File: config.mk
export PLATFORM = sky130hd
export DESIGN_NAME = mem_arbiter
export DESIGN_NICKNAME = d
export VERILOG_FILES = /design/src/rtl/mem_arbiter.sv
export SDC_FILE = /design/constraint.sdc
export NUM_CORES = 1
export LEC_CHECK = 0
export CORE_MARGIN = 3
export CORE_UTILIZATION = 35
export DETAILED_ROUTE_END_ITERATION = 10
export PLACE_DENSITY = 0.72
export REMOVE_ABC_BUFFERS = 1
export SETUP_SLACK_MARGIN = 0.3
export SYNTH_ARGS = -nofsm -noshare
export SYNTH_HDL_FRONTEND = slang
export SYNTH_SLANG_ARGS = --single-unit
File: constraint.sdc
create_clock -name i_clk -period 4.1 [get_ports i_clk]
set_input_delay 0.615 -clock i_clk [delete_from_list [all_inputs] [get_ports i_clk]]
set_output_delay 0.615 -clock i_clk [all_outputs]
set_load 0.005 [all_outputs]
File: src/rtl/mem_arbiter.sv
// Shares one memory port between the fetch and load/store requesters of the core.
// Data wins by default; a starvation counter forces a fetch grant after MAX_WAIT losses.
module mem_arbiter #(
  parameter int ADDR_W   = 32,
  parameter int DATA_W   = 32,
  parameter int MAX_WAIT = 4
) (
  input  logic                  i_clk,
  input  logic                  i_nreset,
  input  logic                  i_if_req,
  input  logic [ADDR_W-1:0]     i_if_addr,
  output logic                  o_if_gnt,
  output logic                  o_if_rvalid,
  output logic [DATA_W-1:0]     o_if_rdata,
  input  logic                  i_d_req,
  input  logic                  i_d_we,
  input  logic [ADDR_W-1:0]     i_d_addr,
  input  logic [DATA_W-1:0]     i_d_wdata,
  input  logic [DATA_W/8-1:0]   i_d_wstrb,
  output logic                  o_d_gnt,
  output logic                  o_d_rvalid,
  output logic [DATA_W-1:0]     o_d_rdata,
  output logic                  o_mem_req,
  output logic                  o_mem_we,
  output logic [ADDR_W-1:0]     o_mem_addr,
  output logic [DATA_W-1:0]     o_mem_wdata,
  output logic [DATA_W/8-1:0]   o_mem_wstrb,
  input  logic                  i_mem_ack,
  input  logic [DATA_W-1:0]     i_mem_rdata
);

  localparam int          STRB_W     = DATA_W / 8;
  localparam logic [3:0]  MAX_WAIT_C = 4'(MAX_WAIT);

  typedef enum logic [1:0] {IDLE, BUSY_IF, BUSY_D} state_e;

  state_e              state_q, state_d;
  logic [3:0]          wait_cnt_q, wait_cnt_d;
  logic                mem_req_q, mem_req_d;
  logic                mem_we_q, mem_we_d;
  logic [ADDR_W-1:0]   mem_addr_q, mem_addr_d;
  logic [DATA_W-1:0]   mem_wdata_q, mem_wdata_d;
  logic [STRB_W-1:0]   mem_wstrb_q, mem_wstrb_d;
  logic                if_gnt_q, if_gnt_d;
  logic                d_gnt_q, d_gnt_d;
  logic                if_rvalid_q, if_rvalid_d;
  logic                d_rvalid_q, d_rvalid_d;
  logic [DATA_W-1:0]   if_rdata_q, if_rdata_d;
  logic [DATA_W-1:0]   d_rdata_q, d_rdata_d;

  logic grant_if, grant_d;

  // Fetch wins when alone, or when it has lost MAX_WAIT arbitrations in a row.
  assign grant_if = (state_q == IDLE) && i_if_req &&
                    (!i_d_req || (wait_cnt_q >= MAX_WAIT_C));
  assign grant_d  = (state_q == IDLE) && i_d_req && !grant_if;

  // NOTE: every signal gets a default before the case so no path leaves it unassigned (no latches).
  always_comb begin
    state_d     = state_q;
    wait_cnt_d  = wait_cnt_q;
    mem_req_d   = mem_req_q;
    mem_we_d    = mem_we_q;
    mem_addr_d  = mem_addr_q;
    mem_wdata_d = mem_wdata_q;
    mem_wstrb_d = mem_wstrb_q;
    if_gnt_d    = 1'b0;
    d_gnt_d     = 1'b0;
    if_rvalid_d = 1'b0;
    d_rvalid_d  = 1'b0;
    if_rdata_d  = '0;
    d_rdata_d   = '0;

    unique case (state_q)
      IDLE: begin
        if (grant_if) begin
          state_d     = BUSY_IF;
          wait_cnt_d  = '0;
          mem_req_d   = 1'b1;
          mem_we_d    = 1'b0;
          mem_addr_d  = i_if_addr;
          mem_wdata_d = '0;
          mem_wstrb_d = '0;
          if_gnt_d    = 1'b1;
        end else if (grant_d) begin
          state_d     = BUSY_D;
          mem_req_d   = 1'b1;
          mem_we_d    = i_d_we;
          mem_addr_d  = i_d_addr;
          mem_wdata_d = i_d_wdata;
          mem_wstrb_d = i_d_we ? i_d_wstrb : '0;
          d_gnt_d     = 1'b1;
          if (i_if_req && wait_cnt_q != 4'hF) begin
            wait_cnt_d = wait_cnt_q + 4'd1;
          end
        end
      end
      BUSY_IF: begin
        if (i_mem_ack) begin
          state_d     = IDLE;
          mem_req_d   = 1'b0;
          if_rvalid_d = 1'b1;
          if_rdata_d  = i_mem_rdata;
        end
      end
      BUSY_D: begin
        if (i_mem_ack) begin
          state_d    = IDLE;
          mem_req_d  = 1'b0;
          d_rvalid_d = 1'b1;
          d_rdata_d  = mem_we_q ? '0 : i_mem_rdata;
        end
      end
      default: state_d = IDLE;
    endcase
  end

  // NOTE: sequential state uses non-blocking assignments so all registers update together.
  always_ff @(posedge i_clk or negedge i_nreset) begin
    if (!i_nreset) begin
      state_q     <= IDLE;
      wait_cnt_q  <= '0;
      mem_req_q   <= 1'b0;
      mem_we_q    <= 1'b0;
      mem_addr_q  <= '0;
      mem_wdata_q <= '0;
      mem_wstrb_q <= '0;
      if_gnt_q    <= 1'b0;
      d_gnt_q     <= 1'b0;
      if_rvalid_q <= 1'b0;
      d_rvalid_q  <= 1'b0;
      if_rdata_q  <= '0;
      d_rdata_q   <= '0;
    end else begin
      state_q     <= state_d;
      wait_cnt_q  <= wait_cnt_d;
      mem_req_q   <= mem_req_d;
      mem_we_q    <= mem_we_d;
      mem_addr_q  <= mem_addr_d;
      mem_wdata_q <= mem_wdata_d;
      mem_wstrb_q <= mem_wstrb_d;
      if_gnt_q    <= if_gnt_d;
      d_gnt_q     <= d_gnt_d;
      if_rvalid_q <= if_rvalid_d;
      d_rvalid_q  <= d_rvalid_d;
      if_rdata_q  <= if_rdata_d;
      d_rdata_q   <= d_rdata_d;
    end
  end

  assign o_if_gnt    = if_gnt_q;
  assign o_if_rvalid = if_rvalid_q;
  assign o_if_rdata  = if_rdata_q;
  assign o_d_gnt     = d_gnt_q;
  assign o_d_rvalid  = d_rvalid_q;
  assign o_d_rdata   = d_rdata_q;
  assign o_mem_req   = mem_req_q;
  assign o_mem_we    = mem_we_q;
  assign o_mem_addr  = mem_addr_q;
  assign o_mem_wdata = mem_wdata_q;
  assign o_mem_wstrb = mem_wstrb_q;

endmodule
## After elaboration in Yosys (flattened, before gate mapping)

Cells that the tools add are included.

| storage, ports and cells | value |
|---|---|
| latch bits | 0 |
| memory bits (read-only) | 0 |
| register bits after elaboration | 144 |
| memory bits (writable) | 0 |
| logic and storage cells | 70 |
| output and inout port bits | 138 |
| memories kept | 0 |
| bits of input ports | 138 |

| cells by class | value |
|---|---|
| equality and inequality tests | 5 |
| multipliers | 0 |
| reduce and logical (&&, ||, !) cells | 17 |
| divide/modulo/power cells | 0 |
| shift-type cells | 0 |
| mux-type cells | 33 |
| bitwise gates (word level) | 0 |
| $lt $le $gt $ge | 1 |
| add/subtract/negate cells | 1 |

Operators with widths:

| cell | number |
|---|---|
| $mux 32 | 9 |
| $mux 4 | 6 |
| $mux 1 | 13 |
| $mux 2 | 3 |
| $reduce_and 3->1 | 2 |
| $reduce_bool 2->1 | 3 |
| $logic_and 1x1->1 | 5 |
| $add 4x1->4 const B | 1 |
| $ge 4x3->1 const B | 1 |
| $ne 4x4->1 const B | 1 |
| $pmux 2 s2 | 1 |
| $reduce_and 2->1 | 2 |
| $ne 3x3->1 const B | 1 |
| $eq 2x1->1 const B | 1 |
| $eq 2x2->1 const B | 1 |
| $logic_not 1->1 | 2 |
| $logic_not 2->1 | 1 |
| $ne 2x1->1 const B | 1 |
| $pmux 1 s2 | 1 |
| $reduce_or 2->1 | 1 |
| $logic_or 1x1->1 | 1 |

## Longest topological paths before layout

Gate-level depths: netlist (run 1).

| depth | value |
|---|---|
| depth in word-level cells | 8 |
| depth in mapped cells | 9 |
| gate-level depth less buffers | 6 |

## Worst setup path before layout (run 1)

No wires, ideal clock.

| timing path | value |
|---|---|
| kind | input to register |
| from | in i_d_req |
| to | reg mem_wdata_q[13] (netlist: o_mem_wdata[13]) |
| buffers on the path | 3 |
| required time | 4.023 ns |
| library setup time | 0.077 ns |
| data arrival time | 1.542 ns |
| slack | 2.481 ns |
| stages | 7 |
| cell sequence | nor3b_4 > or2_1 > buf_2 > inv_2 > buf_4 > buf_6 > a21oi_1 |

| on the way | value |
|---|---|
| longest elaborated chain between the ends | 7 |
| elaborated cells between the ends (all ways) | 9 |
| classes of those cells | mux (1); reduce/logical (8) |

RTL lines:

| element | line | text |
|---|---|---|
| from (decl) | 15 | `input logic i_d_req,` |
| $logic_not 1->1 | 55 | `(!i_d_req \|\| (wait_cnt_q >= MAX_WAIT_C));` |
| $logic_or 1x1->1 | 55 |  |
| $logic_and 1x1->1 | 54 | `assign grant_if = (state_q == IDLE) && i_if_req &&` |
| $logic_not 1->1 | 56 | `assign grant_d = (state_q == IDLE) && i_d_req && !grant_if;` |
| $logic_and 1x1->1 | 56 |  |
| $reduce_bool 2->1 (no source line) | n/a |  |
| $reduce_and 2->1 (no source line) | n/a |  |
| to (signal assigned) | 140 | `mem_wdata_q <= mem_wdata_d;` |
| to (decl) | 42 | `logic [DATA_W-1:0] mem_wdata_q, mem_wdata_d;` |

Parallel ways exist; a longest one is shown, timed or not.
A chain may end at the register's enable or synchronous reset.

## Worst setup path in the final report (run 1)

| timing path | value |
|---|---|
| from | reg state_q[0] |
| to | reg mem_wdata_q[3] (netlist: o_mem_wdata[3]) |

| on the way | value |
|---|---|
| longest elaborated chain between the ends | 7 |
| elaborated cells between the ends (all ways) | 9 |
| classes of those cells | mux (1); reduce/logical (8) |

RTL lines:

| element | line | text |
|---|---|---|
| from (decl) | 37 | `state_e state_q, state_d;` |
| from (signal assigned) | 135 | `state_q <= state_d;` |
| $logic_not 2->1 (*) | 54, 56, 74 |  |
| $logic_and 1x1->1 (2 in series) | 54 |  |
| $logic_not 1->1 | 56 |  |
| $logic_and 1x1->1 | 56 |  |
| $reduce_bool 2->1 (no source line) | n/a |  |
| $reduce_and 2->1 (no source line) | n/a |  |

Mark *: on every way between the ends. The rest lies on a longest branch, timed or not.

==> out/metrics.yaml, run 1 <==
timing:
  final_max_slew_viol_count: 0
  tightest_slew_ns: 1.243
  rsz0062_at_grt: "false"
  max-slew-margin-rel: 0.1684
  setup-tns-final_ns: 0
  clock_skew_ns: 0.007201
  min_period_ns: 2.293
  fin_crit_sh: 0.5593
  setup_viol: 0
  fmax_ghz: 0.4361
  final_hold_viol_count: 0
power:
  max-vdd-ir-drop_v: 0.0003225
  power.leakage_nw: 4.035
  swShare: 0.3049
  switchingPower_mw: 1.731
  power_mw: 5.676
  p_comb_frac: 0.361
  power.share.clock: 0.274
  seq_power_share: 0.366
  power_density_nw_per_um2: 630.9
  internal_power_mw: 3.945
place:
  dp_cells: 977
  port_buffers: 275
  dp_hpwl_um: 11900
  place_congestion: 0.8465
yosys:
  yosysTopAreaCellShare: 0.6578
  synth_area_leaders: "dfrtp_1 (66%), nand2_1 (9.5%), and2_1 (4.1%)"
  synth_area_um2: 5478
  synth-seq-area-share: 0.6578
  netlist_instances: 524
  avgSynthCellArea_um2: 10.45
  yosysWarnings: 0
  yosysTopAreaCell: "dfrtp_1"
  yosysUniqueCellTypes: 24
  ys_ff_latch: 144
floorplan:
  io_pins: 276
  die_x_um: 131.1
  core_um2: 15260
  die_h_um: 131.1
  num_rows: 45
  initial_core_util: 0.3590
  die_area_um2: 17190
clock_tree:
  cts_tree: "built"
  clockBufferDepth: 2
  clk_pin_slew_ns: 0.06
  clock-root-buffer: "clkbuf_16"
  clock-sinks: 144
  cts_htree_levels: 4
  cts_resized: 0
  cts_inserted_buffers: 17
  cts_setup_buffers: 0
  clkLatencyLatePin_ns: 0.41
  ctsHoldBuffers: 0
global_routing:
  antenna_found_initial: 0
  track_usage: 0.1967
  overflow: 0
  grt_pass1_vias: 5165
  grt_max_degree: 87
  grt_pass1_wl_um: 27150
worst_setup_path:
  worstReg2RegStart: "state_q[0]"
  cp-start-kind: "flop"
  arrival_ns: 2.61
  critPathCapture: "o_mem_wdata[3]"
  worst-path-stages: 6
  crit_type: "reg -> reg"
  cp-end-kind: "flop"
  critPathBufInv: 2
  critPathMaxStageDelay_ns: 0.87
  r2r_cells: 6
  critPathTopFamily: "simple AND/OR/NAND/NOR gates"
  cp_cell_sequence: "inv_1 > ha_1 > and2_2 > buf_4 > nand2_1 > a21oi_1"
  crit_start: "state_q[0]"
  cp_max_fo: 57
  required_ns: 4.42
  r2r_end: "o_mem_wdata[3]"
  rrSetupSlack_ns: 1.81
  cp_slowest_cell: "and2_2"
flow_run:
  maxCapViolCount: 0
drt:
  avgRoutedWirePerCell_um: 16.65
  firstDrtPassIters: 6
  vias: 4840
  drt.antenna.violating_nets: 0
  drc_errors: 0
  drt_first_iter_violations: 161
  viasPerCell: 4.802
  wl_um: 16790
layout:
  final_cells: 1008
  layout-drive-gt1-share: 0.05270
  layout.cells.most_common: "clkdlybuf4s50_1"
  final_cell_mix: "clkdlybuf4s50_1 (274), dfrtp_1 (144), nand2_1 (138)"
  n_antenna_cell: 0
  final_net_count: 927
  synthToLayoutAreaGrowth_pct: 64.23
run_status:
  outcome: "complete, no violations"
worst_hold_path:
  holdCritPathClass: "in -> async"
logic make-up (layout without fill, tap and decap cells):
family | after synthesis | in the layout | synth area share
AND/OR/NAND/NOR | 251 | 251 | 0.2168
flip-flops | 144 | 144 | 0.6578
adder cells (fa/ha/maj) | 4 | 4 | 0.009137
buffers and inverters | 45 | 318 | 0.03449
AO/OA/AOI/OAI | 80 | 80 | 0.08177
area by class of cell:
| class | count | area (um^2) |
|---|---|---|
| Fill cell | 1268 | 6262 |
| Sequential cell | 144 | 3603 |
| Timing Repair Buffer | 281 | 2811 |
| Multi-Input combinational cell | 335 | 1692 |
| Clock buffer | 19 | 442.9 |
| Tap cell | 211 | 264.0 |
| Clock inverter | 12 | 160.2 |
| Inverter | 6 | 22.52 |
worst min-delay path by stage:
stage | startpoint | to | cells after the start
detailed placement | wait_cnt_q[1] | wait_cnt_q[1] | 2
finish | i_nreset | o_if_rdata[10] | 1
global route | i_nreset | o_if_rdata[7] | 1
CTS | i_nreset | o_if_rdata[10] | 1
floorplan | i_nreset | o_d_gnt | 0
global placement | wait_cnt_q[1] | wait_cnt_q[1] | 2
Yosys cell counts:
cell and n:
a21o_1 1, a21oi_1 38, a31oi_1 33, and2_1 36, and3_1 32, buf_2 7
buf_4 1, buf_6 1, clkbuf_1 30, dfrtp_1 144, ha_1 4, inv_1 5
inv_2 1, nand2_1 139, nand3_1 4, nor2_1 2, nor2b_1 2, nor3_1 32
nor3b_1 2, nor3b_4 1, o21a_1 1, o21ai_0 6, o22ai_1 1, or2_1 1
registers in the layout, indices dropped and copies added, names as in the netlist:
name	count
o_mem_addr	32
wait_cnt_q	4
state_q	2
o_if_rdata	32
o_d_rdata	32
o_mem_req	1
o_mem_wdata	32
o_d_rvalid	1
o_if_rvalid	1
o_d_gnt	1
o_mem_we	1
o_if_gnt	1
o_mem_wstrb	4
power groups by stage:
stage / Combinational [mW] / Clock (mW) / Sequential (mW)
2_1_floorplan: 0.754 / 0 / 2.10
3_3_place_gp: 2.02 / 0 / 2.08
3_5_place_dp: 2.07 / 0 / 2.10
4_1_cts: 2.09 / 1.60 / 2.08
5_1_grt: 2.25 / 1.66 / 2.12
6_report: 2.05 / 1.55 / 2.08
metal layers:
metal  GRT usage  up-vias  wire [um]
li1            -     2264          -
met1      0.2190     2311       6207
met2      0.3188      237       8012
met3      0.1080       28       2203
met4     0.07235        0        361
met5           0        -          0
through the flow:
step           hold WS (ns)  cell area (um^2)  setup slack [ns]  utilization
2_1_floorplan        0.3194              5311             1.414            -
3_3_place_gp         0.4670              8393             1.438       0.5501
3_5_place_dp         0.4804              8393             1.379       0.5501
4_1_cts              0.1721              8996             1.761       0.5896
5_1_grt              0.1879              8996             1.552       0.5896
6_report             0.1566              8996             1.807       0.5896
Power figures use the tool's default switching activity.
==> inputs of run 2 (changes only) <==
Clock period 4.1 ns to 2.25 ns, I/O delays scaled along.
==> run 2 against run 1 <==
Count of clock-buffer cells in the layout down 2. Flip-flop and latch count unchanged. Total power up 80%. Die area unchanged. Register-to-register slack worse by 1.2 ns. Core utilization up 0.30 points. Clock skew up 0.0054 ns. Combinational power up 87%. Routed wire length up 1.2%. Critical path depth down 5. Clock power up 68%. Final area up 0.50%. Critical endpoint is now o_mem_we.
==> out/metrics.yaml, run 2 (synthesis results as in run 1) <==
clock_tree:
  cts_resized: 0
  cts_htree_levels: 4
  clockBufferDepth: 2
  cts_inserted_buffers: 17
  clock-sinks: 144
  clock-root-buffer: "clkbuf_16"
  ctsHoldBuffers: 1
  cts_tree: "built"
  clk_pin_slew_ns: 0.07
  cts_setup_buffers: 0
  clkLatencyLatePin_ns: 0.42
drt:
  wl_um: 16980
  vias: 4895
  drt.antenna.violating_nets: 0
  drc_errors: 0
  drt_first_iter_violations: 227
  avgRoutedWirePerCell_um: 16.70
  viasPerCell: 4.813
  firstDrtPassIters: 4
floorplan:
  initial_core_util: 0.3590
  die_x_um: 131.1
  num_rows: 45
  die_h_um: 131.1
  core_um2: 15260
  die_area_um2: 17190
  io_pins: 276
layout:
  fill_cells: 1278
  synthToLayoutAreaGrowth_pct: 65.05
  final_cell_mix: "clkdlybuf4s50_1 (274), dfrtp_1 (144), nand2_1 (138)"
  final_cells: 1017
  final_core_util: 0.5925
  seq_area_um2: 3603
  fin_area_um2: 9041
  layout-drive-gt1-share: 0.06328
  n_antenna_cell: 0
  layout.cells.most_common: "clkdlybuf4s50_1"
  final_net_count: 935
  multi_input_area_um2: 1692
worst_setup_path:
  critPathTopFamily: "buffers and inverters"
  critPathMaxStageDelay_ns: 0.55
  required_ns: 1.91
  cp-start-kind: "flop"
  cp_slowest_cell: "clkdlybuf4s50_1"
  critPathBufInv: 1
  cp-end-kind: "output port"
  crit_type: "reg -> out"
  arrival_ns: 1.35
  cp_max_fo: 3
  cp_cell_sequence: "clkdlybuf4s50_1"
power:
  max-vdd-ir-drop_v: 0.0005069
  power_density_nw_per_um2: 1129
  power.leakage_nw: 4.057
  power_mw: 10.21
run_status:
  outcome: "complete, no violations"
timing:
  whs_ns: 0.4282
  final_max_slew_viol_count: 0
  min_period_ns: 1.691
  setup_viol: 0
  clock_skew_ns: 0.01259
  final_hold_viol_count: 0
  fin_crit_sh: 0.7517
  tightest_slew_ns: 0.4716
  setup-tns-final_ns: 0
  rsz0062_at_grt: "false"
  setup_ws_ns: 0.5586
  max-slew-margin-rel: 0.6856
  fmax_ghz: 0.5912
place:
  dpl_worst_slack_ns: 0.3420
  dp_cells: 984
  dp_hpwl_um: 12060
  port_buffers: 275
  placed_cell_area_um2: 8483
  place_congestion: 0.8169
global_routing:
  overflow: 0
  antenna_found_initial: 0
  grt_pass1_wl_um: 27630
  grt_pass1_vias: 5228
  track_usage: 0.2012
  grt_max_degree: 71
worst_hold_path:
  holdCritPathClass: "in -> async"
flow_run:
  maxCapViolCount: 0
run 2: worst paths after layout:
path / start / to / slack (ns) / cells past startpoint
setup / recovery: o_mem_we / o_mem_we / 0.56 / 1
hold / removal: i_nreset / o_if_rdata[12] / 0.43 / 2
setup reg to reg: state_q[1] / o_mem_wstrb[1] / 0.57 / 6
hold reg to reg: wait_cnt_q[0] / wait_cnt_q[0] / 0.51 / 1
max in group asynchronous: i_nreset / o_mem_addr[28] / 1.04 / 3
min in group i_clk: i_d_wdata[24] / o_mem_wdata[24] / 0.47 / 3
run 2: area by class of cell:
cell class	count	share of cell area
Sequential cell	144	0.3986
Multi-Input combinational cell	335	0.1871
Clock buffer	17	0.04705
Timing Repair Buffer	289	0.3220
Clock inverter	15	0.01356
Tap cell	211	0.02920
Inverter	6	0.002491
run 2: layer usage:
layer | GRT usage | vias to the layer above | part of all wire
li1 | - | 2283 | -
met1 | 0.2233 | 2347 | 0.37
met2 | 0.3243 | 242 | 0.48
met3 | 0.1145 | 23 | 0.13
met4 | 0.07293 | 0 | 0.020
met5 | 0 | - | 0
run 2: report_power, final:
group          total (mW)  switching (mW)  leakage, nW  internal, mW
Clock                2.60            1.16        0.264          1.44
Combinational        3.83            1.71         1.91          2.12
Sequential           3.78           0.412         1.88          3.37
Total                10.2            3.28         4.06          6.93
==> inputs of run 3 (changes only) <==
Clock period 2.25 ns to 1.7 ns, I/O delays scaled along.
==> run 3 against run 2 <==
Flip-flop and latch count unchanged. Highest routed layer unchanged. Sequential share of layout area shrank 7.1 points. Count of clock-buffer cells in the layout rose by 6. Non-clock buffer count up 65. Register-to-register slack lost 0.47 ns. Via count is 12% higher. Critical endpoint is now o_mem_addr[10]. Hold slack got worse by 0.14 ns.
==> out/metrics.yaml, run 3 (synthesis results as in run 1) <==
worst_setup_path:
  critPathCapture: "o_mem_addr[10]"
  required_ns: 2.03
  r2r_end: "o_mem_addr[10]"
  rrSetupSlack_ns: 0.10
  crit_start: "state_q[0]"
  crit_type: "reg -> reg"
  cp_max_fo: 7
  cp-start-kind: "flop"
  r2r_cells: 8
  cp-end-kind: "flop"
  worstReg2RegStart: "state_q[0]"
  arrival_ns: 1.93
clock_tree:
  clockBufferDepth: 2
  cts_inserted_buffers: 17
  clock-sinks: 144
  clock-root-buffer: "clkbuf_16"
  clk_pin_slew_ns: 0.06
  cts_htree_levels: 4
  cts_tree: "built"
  clkLatencyLatePin_ns: 0.41
timing:
  min_period_ns: 1.596
  final_max_slew_viol_count: 0
  setup_viol: 0
  setup_ws_ns: 0.1040
  fin_crit_sh: 0.9388
  fmax_ghz: 0.6266
  final_hold_viol_count: 0
  clock_skew_ns: 0.007679
  tightest_slew_ns: 0.3996
  rsz0062_at_grt: "true"
  max-slew-margin-rel: 0.7336
global_routing:
  track_usage: 0.2415
  overflow: 0
  grt_pass1_vias: 5926
  antenna_found_initial: 0
  grt_max_degree: 62
  grt_pass1_wl_um: 32980
drt:
  viasPerCell: 5.051
  wl_um: 22120
  drc_errors: 0
  firstDrtPassIters: 6
  avgRoutedWirePerCell_um: 20.46
  drt.antenna.violating_nets: 0
  vias: 5460
  drt_first_iter_violations: 150
power:
  power_mw: 16.98
  switchingPower_mw: 5.869
  power_density_nw_per_um2: 1544
  swShare: 0.3456
  seq_power_share: 0.295
  power.share.clock: 0.206
  internal_power_mw: 11.11
  max-vdd-ir-drop_v: 0.0007081
  p_comb_frac: 0.499
  power.leakage_nw: 5.326
place:
  dpl_worst_slack_ns: -0.07130
  dp_hpwl_um: 12800
  placed_cell_area_um2: 8603
  port_buffers: 275
  place_congestion: 0.9085
  dp_cells: 995
layout:
  final_net_count: 1000
  n_antenna_cell: 0
  layout.cells.most_common: "dfrtp_1"
  final_cell_mix: "dfrtp_1 (144), dlygate4sd2_1 (137), clkdlybuf4s50_1 (136)"
  synthToLayoutAreaGrowth_pct: 100.7
  layout-drive-gt1-share: 0.2828
  fin_area_um2: 11000
  fill_cells: 1018
  final_cells: 1081
flow_run:
  maxCapViolCount: 0
floorplan:
  core_um2: 15260
  die_area_um2: 17190
  die_x_um: 131.1
  io_pins: 276
  num_rows: 45
  die_h_um: 131.1
  initial_core_util: 0.3590
worst_hold_path:
  holdCritPathClass: "in -> async"
run_status:
  outcome: "complete, no violations"
run 3: cell type report:
type / instances / area [um^2] / share of cell area
Clock buffer: 23 / 467.9 / 0.04256
Sequential cell: 144 / 3603 / 0.3277
Inverter: 6 / 35.03 / 0.003186
Clock inverter: 8 / 83.83 / 0.007624
Tap cell: 211 / 264.0 / 0.02401
Multi-Input combinational cell: 335 / 2683 / 0.2440
Timing Repair Buffer: 354 / 3859 / 0.3509
run 3: per-layer routing:
layer	up-vias	share of wire	global-route usage
met1	2704	0.37	0.2834
met3	38	0.090	0.09686
met4	0	0.023	0.07468
met2	292	0.51	0.4084
met5	-	0	0
li1	2426	-	-
run 3: metrics by stage:
| step | utilization | setup TNS, ns | hold WS (ns) |
|---|---|---|---|
| floorplan | - | -56.34 | -0.04059 |
| global placement | 0.5638 | 0 | 0.1363 |
| detailed placement | 0.5638 | -0.2704 | 0.1418 |
| CTS | 0.6721 | 0 | 0.2630 |
| global route | 0.7206 | 0 | 0.2903 |
| finish | 0.7206 | 0 | 0.2894 |
run 3: power by group through the flow:
stage	logic, mW	clock network (mW)	registers (mW)
floorplan	1.82	0	5.07
global placement	5.14	0	5.03
detailed placement	5.30	0	5.07
CTS	7.04	3.57	4.97
global route	8.98	3.74	5.13
finish	8.47	3.50	5.02
run 3: how the worst min path moves through the flow:
stage	start	end	slack, ns	cells after the start
after floorplan	i_nreset	o_d_gnt	-0.04	0
after global placement	i_nreset	o_if_rdata[5]	0.14	1
after detailed placement	i_nreset	o_d_rdata[10]	0.14	1
after CTS	i_nreset	o_d_rdata[10]	0.26	2
after global routing	i_nreset	o_if_rdata[21]	0.29	2
final	i_nreset	o_d_rdata[21]	0.29	2
run 3: repair_timing:
item	CTS	global route
hold endpoints to repair	23	0
gates cloned	16	4
pin swaps	34	5
resized for setup	268	108
hold buffers	1	0
endpoints found under the setup margin	243	107
buffers inserted	27	7
run 3: worst max-delay path, stage by stage, from the launching register on:
cell and delay (ns):
dfrtp_1 0.40, inv_2 0.09, ha_4 0.16, nand2_4 0.05
or2_4 0.26, buf_12 0.16, buf_12 0.13, buf_16 0.13
a31oi_4 0.12
